==> config.mk <==
export PLATFORM = sky130hd
export DESIGN_NAME = mips_inst_gen_flat
export DESIGN_NICKNAME = d
export VERILOG_FILES = /design/src/rtl/AluCtrlSig_pkg.sv /design/src/rtl/mips_inst_gen_if.sv /design/src/rtl/mips_inst_gen_lfsr.sv /design/src/rtl/mips_inst_gen.sv /design/src/flat_wrapper.sv
export SDC_FILE = /design/constraint.sdc
export NUM_CORES = 1
export LEC_CHECK = 0
export ABC_AREA = 1
export BUFFER_PORTS_ARGS = -buffer_cell sky130_fd_sc_hd__buf_2
export CAP_MARGIN = 20
export CORE_ASPECT_RATIO = 1.75
export CORE_MARGIN = 2
export CORE_UTILIZATION = 54
export DETAILED_ROUTE_END_ITERATION = 16
export PLACE_DENSITY = 0.77
export SETUP_SLACK_MARGIN = 0.15
export SYNTH_ARGS = -nofsm -noshare
export SYNTH_HDL_FRONTEND = slang
export SYNTH_SLANG_ARGS = --single-unit
==> constraint.sdc <==
create_clock -name clk -period 7.9 [get_ports clk]
set_input_delay 1.185 -clock clk [delete_from_list [all_inputs] [get_ports clk]]
set_output_delay 1.185 -clock clk [all_outputs]
set_load 0.03 [all_outputs]
==> src/rtl/AluCtrlSig_pkg.sv <==
// Shared ALU/opcode constants for the MIPS environment, plus the stimulus generator's
// state/kind enums and the LFSR-step and instruction-encode helpers.
package AluCtrlSig_pkg;

  localparam logic [5:0] OP_RTYPE = 6'b000000;
  localparam logic [5:0] OP_ADDI  = 6'b001000;
  localparam logic [5:0] OP_LW    = 6'b100011;
  localparam logic [5:0] OP_SW    = 6'b101011;
  localparam logic [5:0] OP_BEQ   = 6'b000100;
  localparam logic [5:0] OP_BNE   = 6'b000101;
  localparam logic [5:0] OP_J     = 6'b000010;

  localparam logic [5:0] FN_ADD = 6'b100000;
  localparam logic [5:0] FN_SUB = 6'b100010;
  localparam logic [5:0] FN_AND = 6'b100100;
  localparam logic [5:0] FN_OR  = 6'b100101;
  localparam logic [5:0] FN_NOR = 6'b100111;
  localparam logic [5:0] FN_SLT = 6'b101010;
  localparam logic [5:0] FN_XOR = 6'b100110;

  localparam logic [31:0] LFSR_TAPS = 32'h8020_0003;
  // All-ones word decodes as opcode 111111, which the checker treats as idle.
  localparam logic [31:0] IDLE_INST = 32'hFFFF_FFFF;

  typedef enum logic [2:0] {
    ST_IDLE  = 3'd0,
    ST_ISSUE = 3'd1,
    ST_WAIT  = 3'd2,
    ST_GAP   = 3'd3,
    ST_DONE  = 3'd4
  } gen_state_t;

  typedef enum logic [2:0] {
    KIND_R, KIND_ADDI, KIND_LW, KIND_SW, KIND_BEQ, KIND_BNE, KIND_J
  } inst_kind_t;

  function automatic logic [31:0] lfsr_step(input logic [31:0] v);
    return (v >> 1) ^ (v[0] ? LFSR_TAPS : 32'h0);
  endfunction

  function automatic logic [15:0] sat_inc(input logic [15:0] c);
    return (c == 16'hFFFF) ? c : c + 16'd1;
  endfunction

  function automatic inst_kind_t inst_kind(input logic [2:0] sel);
    case (sel)
      3'd2:    return KIND_ADDI;
      3'd3:    return KIND_LW;
      3'd4:    return KIND_SW;
      3'd5:    return KIND_BEQ;
      3'd6:    return KIND_BNE;
      3'd7:    return KIND_J;
      default: return KIND_R;
    endcase
  endfunction

  function automatic logic [5:0] r_funct(input logic [2:0] sel);
    case (sel)
      3'd1:    return FN_SUB;
      3'd2:    return FN_AND;
      3'd3:    return FN_OR;
      3'd4:    return FN_NOR;
      3'd5:    return FN_SLT;
      3'd6:    return FN_XOR;
      default: return FN_ADD;
    endcase
  endfunction

  function automatic logic [31:0] encode_inst(input logic [31:0] l);
    logic [4:0]  rs, rt, rd;
    logic [15:0] imm_mem, imm_br;
    rs = l[10:6];
    rt = l[15:11];
    rd = l[20:16];
    // Word-aligned offsets confined to the 7-bit data memory.
    imm_mem = {9'b0, l[25:21], 2'b00};
    imm_br  = {12'b0, l[19:16]};
    case (inst_kind(l[2:0]))
      KIND_ADDI: return {OP_ADDI, rs, rt, l[31:16]};
      KIND_LW:   return {OP_LW, rs, rt, imm_mem};
      KIND_SW:   return {OP_SW, rs, rt, imm_mem};
      KIND_BEQ:  return {OP_BEQ, rs, rt, imm_br};
      KIND_BNE:  return {OP_BNE, rs, rt, imm_br};
      KIND_J:    return {OP_J, 16'b0, l[25:16]};
      default:   return {OP_RTYPE, rs, rt, rd, 5'b0, r_funct(l[5:3])};
    endcase
  endfunction

endpackage

==> src/rtl/mips_inst_gen_if.sv <==
// Instruction/strobe/acknowledge bundle between the stimulus generator and the CPU checker.
interface mips_inst_gen_if;
  logic        start;
  logic        op_done;
  logic [31:0] inst;
  logic        pcEn;
  logic        busy;
  logic        done;
  logic [15:0] pass_cnt;
  logic [15:0] fail_cnt;

  modport master (
    input  start, op_done,
    output inst, pcEn, busy, done, pass_cnt, fail_cnt
  );

  modport slave (
    output start, op_done,
    input  inst, pcEn, busy, done, pass_cnt, fail_cnt
  );
endinterface

==> src/rtl/mips_inst_gen_lfsr.sv <==
// 32-bit Galois LFSR holding the current instruction seed; load wins over advance.
module mips_inst_gen_lfsr
  import AluCtrlSig_pkg::*;
(
  input  logic        clk,
  input  logic        reset,
  input  logic        load,
  input  logic        advance,
  input  logic [31:0] seed,
  output logic [31:0] value
);

  always_ff @(posedge clk or posedge reset) begin
    if (reset)        value <= seed;
    else if (load)    value <= seed;
    else if (advance) value <= lfsr_step(value);
  end

endmodule

==> src/rtl/mips_inst_gen.sv <==
// Issues NUM_INST pseudo-random MIPS instructions, one per pcEn strobe, each held until op_done or TIMEOUT.
// All outputs registered; MIPS_INST_GEN_GAP_EN inserts 0-3 idle cycles between instructions.
module mips_inst_gen
  import AluCtrlSig_pkg::*;
#(
  parameter int          NUM_INST  = 16,
  parameter int          TIMEOUT   = 8,
  parameter logic [31:0] LFSR_SEED = 32'hACE1_2345
) (
  input  logic            clk,
  input  logic            reset,
  mips_inst_gen_if.master bus
);

  localparam logic [31:0]    SEED_EFF = (LFSR_SEED == 32'h0) ? 32'h1 : LFSR_SEED;
  localparam int             WCW      = $clog2(TIMEOUT + 1);
  localparam logic [WCW-1:0] TO_V     = WCW'(TIMEOUT);
  localparam logic [15:0]    NUM_V    = 16'(NUM_INST);

  gen_state_t     state;
  logic [WCW-1:0] wait_cnt;
  logic [15:0]    issued;
  logic [31:0]    inst_q;
  logic           pc_en_q, busy_q, done_q;
  logic [15:0]    pass_q, fail_q;
  logic [31:0]    lfsr_val, lfsr_next;
  logic           start_ok, complete;
`ifdef MIPS_INST_GEN_GAP_EN
  logic [1:0]     gap_cnt;
`endif

  assign start_ok  = ((state == ST_IDLE) || (state == ST_DONE)) && bus.start;
  assign complete  = (state == ST_WAIT) && (bus.op_done || (wait_cnt == TO_V));
  assign lfsr_next = lfsr_step(lfsr_val);

  mips_inst_gen_lfsr u_lfsr (
    .clk     (clk),
    .reset   (reset),
    .load    (start_ok),
    .advance (complete),
    .seed    (SEED_EFF),
    .value   (lfsr_val)
  );

  always_ff @(posedge clk or posedge reset) begin
    if (reset) begin
      state    <= ST_IDLE;
      wait_cnt <= '0;
      issued   <= 16'd0;
      inst_q   <= IDLE_INST;
      pc_en_q  <= 1'b0;
      busy_q   <= 1'b0;
      done_q   <= 1'b0;
      pass_q   <= 16'd0;
      fail_q   <= 16'd0;
`ifdef MIPS_INST_GEN_GAP_EN
      gap_cnt  <= 2'd0;
`endif
    end else begin
      case (state)
        ST_IDLE, ST_DONE: begin
          // The LFSR reloads on this same edge, so encode straight from the seed.
          if (start_ok) begin
            state   <= ST_ISSUE;
            inst_q  <= encode_inst(SEED_EFF);
            pc_en_q <= 1'b1;
            busy_q  <= 1'b1;
            done_q  <= 1'b0;
            pass_q  <= 16'd0;
            fail_q  <= 16'd0;
            issued  <= 16'd1;
          end
        end
        ST_ISSUE: begin
          state    <= ST_WAIT;
          pc_en_q  <= 1'b0;
          wait_cnt <= WCW'(1);
        end
        ST_WAIT: begin
          if (complete) begin
            if (bus.op_done) pass_q <= sat_inc(pass_q);
            else             fail_q <= sat_inc(fail_q);
            if (issued == NUM_V) begin
              state  <= ST_DONE;
              busy_q <= 1'b0;
              done_q <= 1'b1;
              inst_q <= IDLE_INST;
            end
`ifdef MIPS_INST_GEN_GAP_EN
            else if (lfsr_val[31:30] != 2'd0) begin
              state   <= ST_GAP;
              inst_q  <= IDLE_INST;
              gap_cnt <= lfsr_val[31:30];
            end
`endif
            else begin
              state   <= ST_ISSUE;
              inst_q  <= encode_inst(lfsr_next);
              pc_en_q <= 1'b1;
              issued  <= issued + 16'd1;
            end
          end else begin
            wait_cnt <= wait_cnt + WCW'(1);
          end
        end
`ifdef MIPS_INST_GEN_GAP_EN
        ST_GAP: begin
          // LFSR already advanced on entry, so it holds the next instruction's value.
          if (gap_cnt == 2'd1) begin
            state   <= ST_ISSUE;
            inst_q  <= encode_inst(lfsr_val);
            pc_en_q <= 1'b1;
            issued  <= issued + 16'd1;
          end else begin
            gap_cnt <= gap_cnt - 2'd1;
          end
        end
`endif
        default: state <= ST_IDLE;
      endcase
    end
  end

  assign bus.inst     = inst_q;
  assign bus.pcEn     = pc_en_q;
  assign bus.busy     = busy_q;
  assign bus.done     = done_q;
  assign bus.pass_cnt = pass_q;
  assign bus.fail_cnt = fail_q;

endmodule

==> src/flat_wrapper.sv <==
// flat-port wrapper written by rule: the top's interface ports become plain ports
module mips_inst_gen_flat import AluCtrlSig_pkg::*;
#(
  parameter int          NUM_INST  = 16,
  parameter int          TIMEOUT   = 8,
  parameter logic [31:0] LFSR_SEED = 32'hACE1_2345
)
  (clk, reset, bus_start, bus_op_done, bus_inst, bus_pcEn, bus_busy, bus_done, bus_pass_cnt, bus_fail_cnt);
  mips_inst_gen_if bus_i ();
  input  logic clk;
  input  logic reset;
  input wire logic [$bits(bus_i.start)-1:0] bus_start;
  input wire logic [$bits(bus_i.op_done)-1:0] bus_op_done;
  output wire logic [$bits(bus_i.inst)-1:0] bus_inst;
  output wire logic [$bits(bus_i.pcEn)-1:0] bus_pcEn;
  output wire logic [$bits(bus_i.busy)-1:0] bus_busy;
  output wire logic [$bits(bus_i.done)-1:0] bus_done;
  output wire logic [$bits(bus_i.pass_cnt)-1:0] bus_pass_cnt;
  output wire logic [$bits(bus_i.fail_cnt)-1:0] bus_fail_cnt;
  assign bus_i.start = bus_start;
  assign bus_i.op_done = bus_op_done;
  assign bus_inst = bus_i.inst;
  assign bus_pcEn = bus_i.pcEn;
  assign bus_busy = bus_i.busy;
  assign bus_done = bus_i.done;
  assign bus_pass_cnt = bus_i.pass_cnt;
  assign bus_fail_cnt = bus_i.fail_cnt;
  mips_inst_gen #(.NUM_INST(NUM_INST), .TIMEOUT(TIMEOUT), .LFSR_SEED(LFSR_SEED)) u_core (.clk(clk), .reset(reset), .bus(bus_i));
endmodule
* Word-level counts from Yosys, hierarchy flattened *
Cells that the tools add are included.

operators by class
  add/subtract/negate cells = 4
  eq/ne operators = 34
  muxes and demuxes = 43
  bitwise operators = 1
  reduce and logical (&&, ||, !) cells = 18

operators with widths
  kind                   count
  $mux 32                6
  $pmux 32 s6            1
  $mux 16                10
  $pmux 16 s2            3
  $pmux 32 s2            1
  $add 16x1->16 const B  3
  $eq 3x3->1 const B     11
  $eq 16x16->1 const B   2
  $xor 31x32->32         1
  $pmux 4 s6             1
  $eq 3x2->1 const B     7
  $mux 3                 6
  $pmux 3 s6             1
  $eq 16x5->1 const B    1
  $ne 2x2->1 const B     7
  $reduce_and 4->1       3
  $reduce_and 5->1       2
  $eq 3x1->1 const B     3
  $pmux 3 s3             1
  $mux 1                 8
  $pmux 4 s2             1
  $reduce_bool 2->1      3
  $add 4x1->4 const B    1
  $eq 4x4->1 const B     1
  other kinds (11)       16

storage, ports and cells
  flip-flop bits (word level) = 122
  input bits = 4
  output and inout bits = 67
  logic and storage cells = 110

* Logic depth before layout (Yosys ltp) *
  word-level depth = 12
  depth in mapped cells = 11
  mapped depth without buffers = 10

* Least setup slack after synthesis *
OpenSTA, ideal clock, no wires.

  path type = input to register
  from = in bus_op_done
  to = reg u_core.pass_q[0], in the netlist u_core.bus.pass_cnt[0]
  library setup time = 118 ps
  data arrival time = 1973 ps
  data required time = 7782 ps
  path slack = 5809 ps
  stages on the path = 9
  buffers on the path = 1
  cells stage by stage = inv_1 > nand2_1 > nand2_4 > nand2_8 > nand3_4 > nand2_4 > buf_6 > nand2_1 > nand2_1

between the ends
  longest elaborated chain between the ends = 4
  elaborated cells between the ends (all ways) = 5
  classes of those cells = 2 x eq/ne; 3 x reduce/logical

RTL lines
  element                         line                 RTL
  start: declaration              flat_wrapper.sv:13   input wire logic [$bits(bus_i.op_done)-1:0] bus_op_done;
  $logic_or 1x1->1                mips_inst_gen.sv:33  assign complete = (state == ST_WAIT) && (bus.op_done || (wait_cnt == TO_V));
  $logic_and 1x1->1               mips_inst_gen.sv:33
  $ne 2x1->1 (no line)            n/a
  $reduce_and 5->1 (no line) (*)  n/a
  end signal: assignment          mips_inst_gen.sv:81  if (bus.op_done) pass_q <= sat_inc(pass_q);
  end: declaration                mips_inst_gen.sv:25  logic [15:0] pass_q, fail_q;

Mark *: on every way between the ends. The rest lies on a longest branch, timed or not.
A chain may end at the register's enable or synchronous reset.

* Final worst setup path *
  from = reg u_core.state[0]
  to = reg u_core.issued[0]

between the ends
  longest elaborated chain between the ends = 5
  elaborated cells between the ends (all ways) = 13
  classes of those cells = 5 x eq/ne; 1 x mux; 7 x reduce/logical

RTL lines
  element                                        line                                      RTL
  start: declaration                             mips_inst_gen.sv:20                       gen_state_t state;
  start signal: assignment                       mips_inst_gen.sv:47                       state <= ST_IDLE;
  start signal: assignment                       mips_inst_gen.sv:64                       state <= ST_ISSUE;
  start signal: assignment                       mips_inst_gen.sv:75                       state <= ST_WAIT;
  $eq 3x3->1 or $logic_not 3->1 (tied branches)  mips_inst_gen.sv:32, mips_inst_gen.sv:60
  $logic_or 1x1->1                               mips_inst_gen.sv:32                       assign start_ok = ((state == ST_IDLE) || (state == ST_DONE)) && bus.start;
  $logic_and 1x1->1                              mips_inst_gen.sv:32
  $ne 2x1->1 (no line)                           n/a
  $reduce_and 4->1 (no line)                     n/a
  end signal: assignment                         mips_inst_gen.sv:100                      issued <= issued + 16'd1;
  end: declaration                               mips_inst_gen.sv:22                       logic [15:0] issued;

Several ways; a longest one is shown, not always the timed one.

==> flow_summary.html <==
<table>
<tr><th>Metric</th><th>Value</th></tr>
<tr><th colspan="2">Final layout</th></tr>
<tr><td>ANT cells</td><td>0</td></tr>
<tr><td>Final nets</td><td>913</td></tr>
<tr><td>Final non-filler cell area</td><td>0.007503 mm^2</td></tr>
<tr><td>Synth-to-Final Area Change</td><td>15.13%</td></tr>
<tr><td>Fraction of layout instances using a drive strength above 1</td><td>0.1889</td></tr>
<tr><td>Number of fill cells</td><td>1035</td></tr>
<tr><th colspan="2">STA</th></tr>
<tr><td>Min cycle time layout</td><td>3.283 ns</td></tr>
<tr><td>Period utilisation layout</td><td>0.4156</td></tr>
<tr><td>Final TNS setup</td><td>0 ns</td></tr>
<tr><td>Max Freq</td><td>304.6 MHz</td></tr>
<tr><td>Fin Clk Skew</td><td>0.02021 ns</td></tr>
<tr><td>Worst slew slack as a fraction of its limit</td><td>0.3729</td></tr>
<tr><td>Slew at the pin with the worst max-slew slack</td><td>0.9349 ns</td></tr>
<tr><td>Final Hold Violating Endpoints</td><td>0</td></tr>
<tr><td>Unrepaired setup endpoints after global routing</td><td>false</td></tr>
<tr><td>Final setup violation count</td><td>0</td></tr>
<tr><td>Min Hold Slack</td><td>0.4653 ns</td></tr>
<tr><td>Max Transition Viols Final</td><td>0</td></tr>
<tr><th colspan="2">Power</th></tr>
<tr><td>Pwr per Cell Area</td><td>345.3 mW/mm^2</td></tr>
<tr><td>Peak VDD IR</td><td>0.2757 mV</td></tr>
<tr><td>Leakage power</td><td>3.566 nW</td></tr>
<tr><th colspan="2">Placed design</th></tr>
<tr><td>Area of placed instances</td><td>0.006888 mm^2</td></tr>
<tr><td>DP Wirelength</td><td>10750 um</td></tr>
<tr><td>Quantity of I/O buffers inserted on ports</td><td>70</td></tr>
<tr><td>Final Wtd Congestion</td><td>0.8900</td></tr>
<tr><th colspan="2">Worst setup path</th></tr>
<tr><td>Worst EP arrival</td><td>3.62 ns</td></tr>
<tr><td>Worst flop-to-flop path startpoint</td><td>u_core.state[0]$_DFFE_PP0P_</td></tr>
<tr><td>Register-to-register setup slack</td><td>4.62 ns</td></tr>
<tr><td>Required time of the critical path</td><td>8.24 ns</td></tr>
<tr><td>Kind of end point of the critical path</td><td>flip-flop</td></tr>
<tr><td>Type of the setup path with the least slack</td><td>flip-flop to flip-flop</td></tr>
<tr><td>Critical path peak fanout</td><td>30</td></tr>
<tr><td>Crit Reg-Reg Endpoint</td><td>u_core.issued[0]$_DFFE_PP0P_</td></tr>
<tr><td>Depth of the most critical reg-to-reg path</td><td>9</td></tr>
<tr><td>Crit path launch type</td><td>flip-flop</td></tr>
<tr><th colspan="2">Route</th></tr>
<tr><td>Top sig layer</td><td>met4</td></tr>
<tr><td>Metal2 WL</td><td>8530 um</td></tr>
<tr><td>Vias</td><td>5757</td></tr>
<tr><td>Total DRC errors in the routed layout</td><td>0</td></tr>
<tr><td>Wire length reported by the detailed router</td><td>15550 um</td></tr>
<tr><td>Routed wire length on met3</td><td>476 um</td></tr>
<tr><td>Number of vias per cell</td><td>5.467</td></tr>
<tr><td>Met1 Wirelength</td><td>6233 um</td></tr>
<tr><td>Average wire per cell in the routed design</td><td>14.77 um</td></tr>
<tr><td>DRC violation total after the first TritonRoute iteration</td><td>288</td></tr>
<tr><td>TritonRoute pass-1 iters</td><td>5</td></tr>
<tr><td>Final ANT Viol Nets</td><td>0</td></tr>
<tr><th colspan="2">Synthesis</th></tr>
<tr><td>Syn Inst Count</td><td>841</td></tr>
<tr><td>Mux cell area share after synthesis</td><td>0</td></tr>
<tr><td>Area share of fa/ha/maj cells after synthesis</td><td>0.01152</td></tr>
<tr><td>Sequential-to-total area share from yosys stat</td><td>0.4773</td></tr>
<tr><td>Predominant post-synthesis flop cell</td><td>sky130_fd_sc_hd__dfrtp_1</td></tr>
<tr><td>EDFF count, synth</td><td>0</td></tr>
<tr><td>Yosys cell types</td><td>35</td></tr>
<tr><td>Synth Net Count</td><td>851</td></tr>
<tr><td>Synth async-reset ratio</td><td>1.000</td></tr>
<tr><td>Mapped Avg Cell Area</td><td>7.750 um^2</td></tr>
<tr><td>Number of storage elements in the synthesis netlist</td><td>122</td></tr>
<tr><td>Area share of xor/xnor cells in the synthesized design</td><td>0.02956</td></tr>
<tr><td>Complex-gate fraction of the synthesized area</td><td>0.09426</td></tr>
<tr><td>Post-Synthesis Cell Area</td><td>0.006518 mm^2</td></tr>
<tr><td>Simple logic cell fraction of the synthesized area</td><td>0.3206</td></tr>
<tr><td>Dominant combinational cell family by area after synthesis</td><td>simple AND/OR/NAND/NOR gates</td></tr>
<tr><td>Count of yosys warnings during synthesis</td><td>0</td></tr>
<tr><th colspan="2">GRT</th></tr>
<tr><td>Global-route wire length before repair</td><td>25790 um</td></tr>
<tr><td>Overall Global Routing Usage</td><td>0.2501</td></tr>
<tr><td>Sum of overflow across all layers after global routing</td><td>0</td></tr>
<tr><td>Initial antenna violation count</td><td>0</td></tr>
<tr><td>Vias in the first global route</td><td>5511</td></tr>
<tr><td>Maximum number of pins on one net before global-route repair</td><td>65</td></tr>
<tr><th colspan="2">Run status</th></tr>
<tr><td>Run status</td><td>completed</td></tr>
<tr><th colspan="2">Min path</th></tr>
<tr><td>Worst hold endpoint</td><td>u_core.bus.inst[0]$_DFFE_PP1P_</td></tr>
<tr><td>Worst Hold Depth</td><td>2</td></tr>
<tr><td>Classification of the worst-slack hold path</td><td>flip-flop to flip-flop</td></tr>
<tr><td>Hold path startpoint</td><td>u_core.bus.inst[0]$_DFFE_PP1P_</td></tr>
<tr><th colspan="2">Floorplanning</th></tr>
<tr><td>Effective utilization at floorplan</td><td>0.5491</td></tr>
<tr><td>Height of the die</td><td>149.3 um</td></tr>
<tr><td>Core area</td><td>0.01187 mm^2</td></tr>
<tr><td>Number of standard-cell rows in the floorplan</td><td>53</td></tr>
<tr><td>Die Area</td><td>0.01300 mm^2</td></tr>
<tr><td>I/O pin count</td><td>71</td></tr>
<tr><td>Width of the chip</td><td>87.05 um</td></tr>
<tr><th colspan="2">Clock tree</th></tr>
<tr><td>CTS Sinks</td><td>122</td></tr>
<tr><td>Hold buffers post-CTS</td><td>0</td></tr>
<tr><td>Resize count post-CTS</td><td>0</td></tr>
<tr><td>Clock buffers created by TritonCTS</td><td>17</td></tr>
<tr><td>Maximum count of clock buffers along a single path</td><td>2</td></tr>
<tr><td>Cell at the root of the clock tree</td><td>sky130_fd_sc_hd__clkbuf_16</td></tr>
<tr><td>Clock tree from TritonCTS</td><td>done</td></tr>
<tr><td>Level count of the clock H-tree</td><td>4</td></tr>
<tr><td>Latest clock arrival within the worst-skew pair</td><td>0.42 ns</td></tr>
<tr><td>Clock transition time at the flip-flop clock pins of the worst setup and hold paths</td><td>0.05 ns</td></tr>
<tr><td>Post-CTS Repair Setup Buffers</td><td>0</td></tr>
<tr><th colspan="2">Run</th></tr>
<tr><td>Number of max-capacitance violations reported</td><td>0</td></tr>
</table>
stage by stage:
step / std cells / util / total power, mW / setup WS (ns)
after floorplan: 841 / - / 1.607 / 3.549
after global placement: 1021 / 0.5803 / 1.787 / 4.738
after detailed placement: 1021 / 0.5803 / 1.800 / 4.652
after CTS: 1053 / 0.6321 / 2.602 / 4.675
after global routing: 1053 / 0.6321 / 2.741 / 4.321
final: 1053 / 0.6321 / 2.591 / 4.617
flip-flops by register name, indices dropped and copies added, names as in the netlist:
name and cells:
u_core.bus.busy 1, u_core.bus.done 1, u_core.bus.fail_cnt 16, u_core.bus.inst 32, u_core.bus.pass_cnt 16, u_core.bus.pcEn 1
u_core.issued 16, u_core.state 3, u_core.u_lfsr.value 32, u_core.wait_cnt 4
per-layer routing:
layer,vias to the layer above,track usage
met5,-,0
met2,131,0.4481
li1,2860,-
met1,2740,0.2897
met4,0,0.09766
met3,26,0.04427
worst max-delay path by stage:
stage	slack [ns]	endpoint	startpoint
after floorplan	3.55	u_core.bus.busy$_DFFE_PP0P_	reset
after global placement	4.74	u_core.bus.inst[8]$_DFFE_PP1P_	bus_op_done
after detailed placement	4.65	u_core.bus.inst[7]$_DFFE_PP1P_	bus_op_done
after CTS	4.67	u_core.issued[0]$_DFFE_PP0P_	u_core.state[0]$_DFFE_PP0P_
after global routing	4.32	u_core.issued[0]$_DFFE_PP0P_	u_core.state[0]$_DFFE_PP0P_
final	4.62	u_core.issued[0]$_DFFE_PP0P_	u_core.state[0]$_DFFE_PP0P_
layout make-up:
class	count	area, um^2	area share
inverter	73	276.5	0.03685
tap	137	171.4	0.02284
multi-input combinational	618	2972	0.3960
timing repair buffer	71	357.8	0.04769
clock buffer	20	478.0	0.06370
sequential	122	3110	0.4145
clock inverter	12	137.6	0.01834
worst max-delay path, cell delays in order (launching register included):
cell	delay, ns
sky130_fd_sc_hd__dfrtp_1	0.39
sky130_fd_sc_hd__inv_1	0.09
sky130_fd_sc_hd__nand3_2	0.47
sky130_fd_sc_hd__inv_2	0.62
sky130_fd_sc_hd__nand2_4	0.31
sky130_fd_sc_hd__nand2_8	0.28
sky130_fd_sc_hd__nand2_1	0.48
sky130_fd_sc_hd__inv_2	0.36
sky130_fd_sc_hd__nand2_1	0.08
sky130_fd_sc_hd__o21ai_0	0.08
cell usage after synthesis (6+ instances only):
library cell | number | area, um^2
sky130_fd_sc_hd__dfstp_2 | 46 | 1209
sky130_fd_sc_hd__o21ai_1 | 11 | 55.05
sky130_fd_sc_hd__a21oi_1 | 20 | 100.1
sky130_fd_sc_hd__o21ai_0 | 35 | 175.2
sky130_fd_sc_hd__dfrtp_1 | 76 | 1902
sky130_fd_sc_hd__ha_1 | 6 | 75.07
sky130_fd_sc_hd__nor2_1 | 96 | 360.4
sky130_fd_sc_hd__inv_1 | 65 | 244.0
sky130_fd_sc_hd__inv_2 | 6 | 22.52
sky130_fd_sc_hd__nand2_1 | 257 | 964.7
sky130_fd_sc_hd__o21bai_1 | 10 | 75.07
sky130_fd_sc_hd__nand3_1 | 87 | 435.4
sky130_fd_sc_hd__a22oi_1 | 12 | 90.09
sky130_fd_sc_hd__xor2_1 | 18 | 157.7
sky130_fd_sc_hd__nand4_1 | 18 | 112.6
sky130_fd_sc_hd__o22ai_1 | 19 | 118.9
sky130_fd_sc_hd__buf_2 | 14 | 70.07
power by group:
part / switching (mW) / internal [mW]
logic: 0.641 / 0.222
registers: 0.103 / 0.831
clock network: 0.293 / 0.502
cells in the final DEF (no fill, tap or decap), types with 3 or more instances in the layout:
master	synthesis	final
sky130_fd_sc_hd__a21oi_1	20	20
sky130_fd_sc_hd__a22oi_1	12	12
sky130_fd_sc_hd__and2_1	3	3
sky130_fd_sc_hd__buf_2	14	70
sky130_fd_sc_hd__clkbuf_16	0	18
sky130_fd_sc_hd__clkinv_4	0	4
sky130_fd_sc_hd__dfrtp_1	76	76
sky130_fd_sc_hd__dfstp_2	46	46
sky130_fd_sc_hd__ha_1	6	6
sky130_fd_sc_hd__inv_1	65	64
sky130_fd_sc_hd__inv_2	6	6
sky130_fd_sc_hd__nand2_1	257	257
sky130_fd_sc_hd__nand2_2	3	3
sky130_fd_sc_hd__nand3_1	87	87
sky130_fd_sc_hd__nand4_1	18	18
sky130_fd_sc_hd__nor2_1	96	96
sky130_fd_sc_hd__nor3_1	4	4
sky130_fd_sc_hd__o21ai_0	35	35
sky130_fd_sc_hd__o21ai_1	11	11
sky130_fd_sc_hd__o21bai_1	10	10
sky130_fd_sc_hd__o22ai_1	19	19
sky130_fd_sc_hd__or2_2	4	4
sky130_fd_sc_hd__xnor2_1	4	4
sky130_fd_sc_hd__xor2_1	18	18
logic make-up (layout without fill, tap and decap cells):
logic type               after synthesis  in the layout
AO/OA/AOI/OAI                        107            107
XOR/XNOR                              22             22
adder cells (fa/ha/maj)                6              6
buffers and inverters                101            176
flip-flops                           122            122
AND/OR/NAND/NOR                      483            483
No activity file was read; power rests on OpenSTA's default activity.
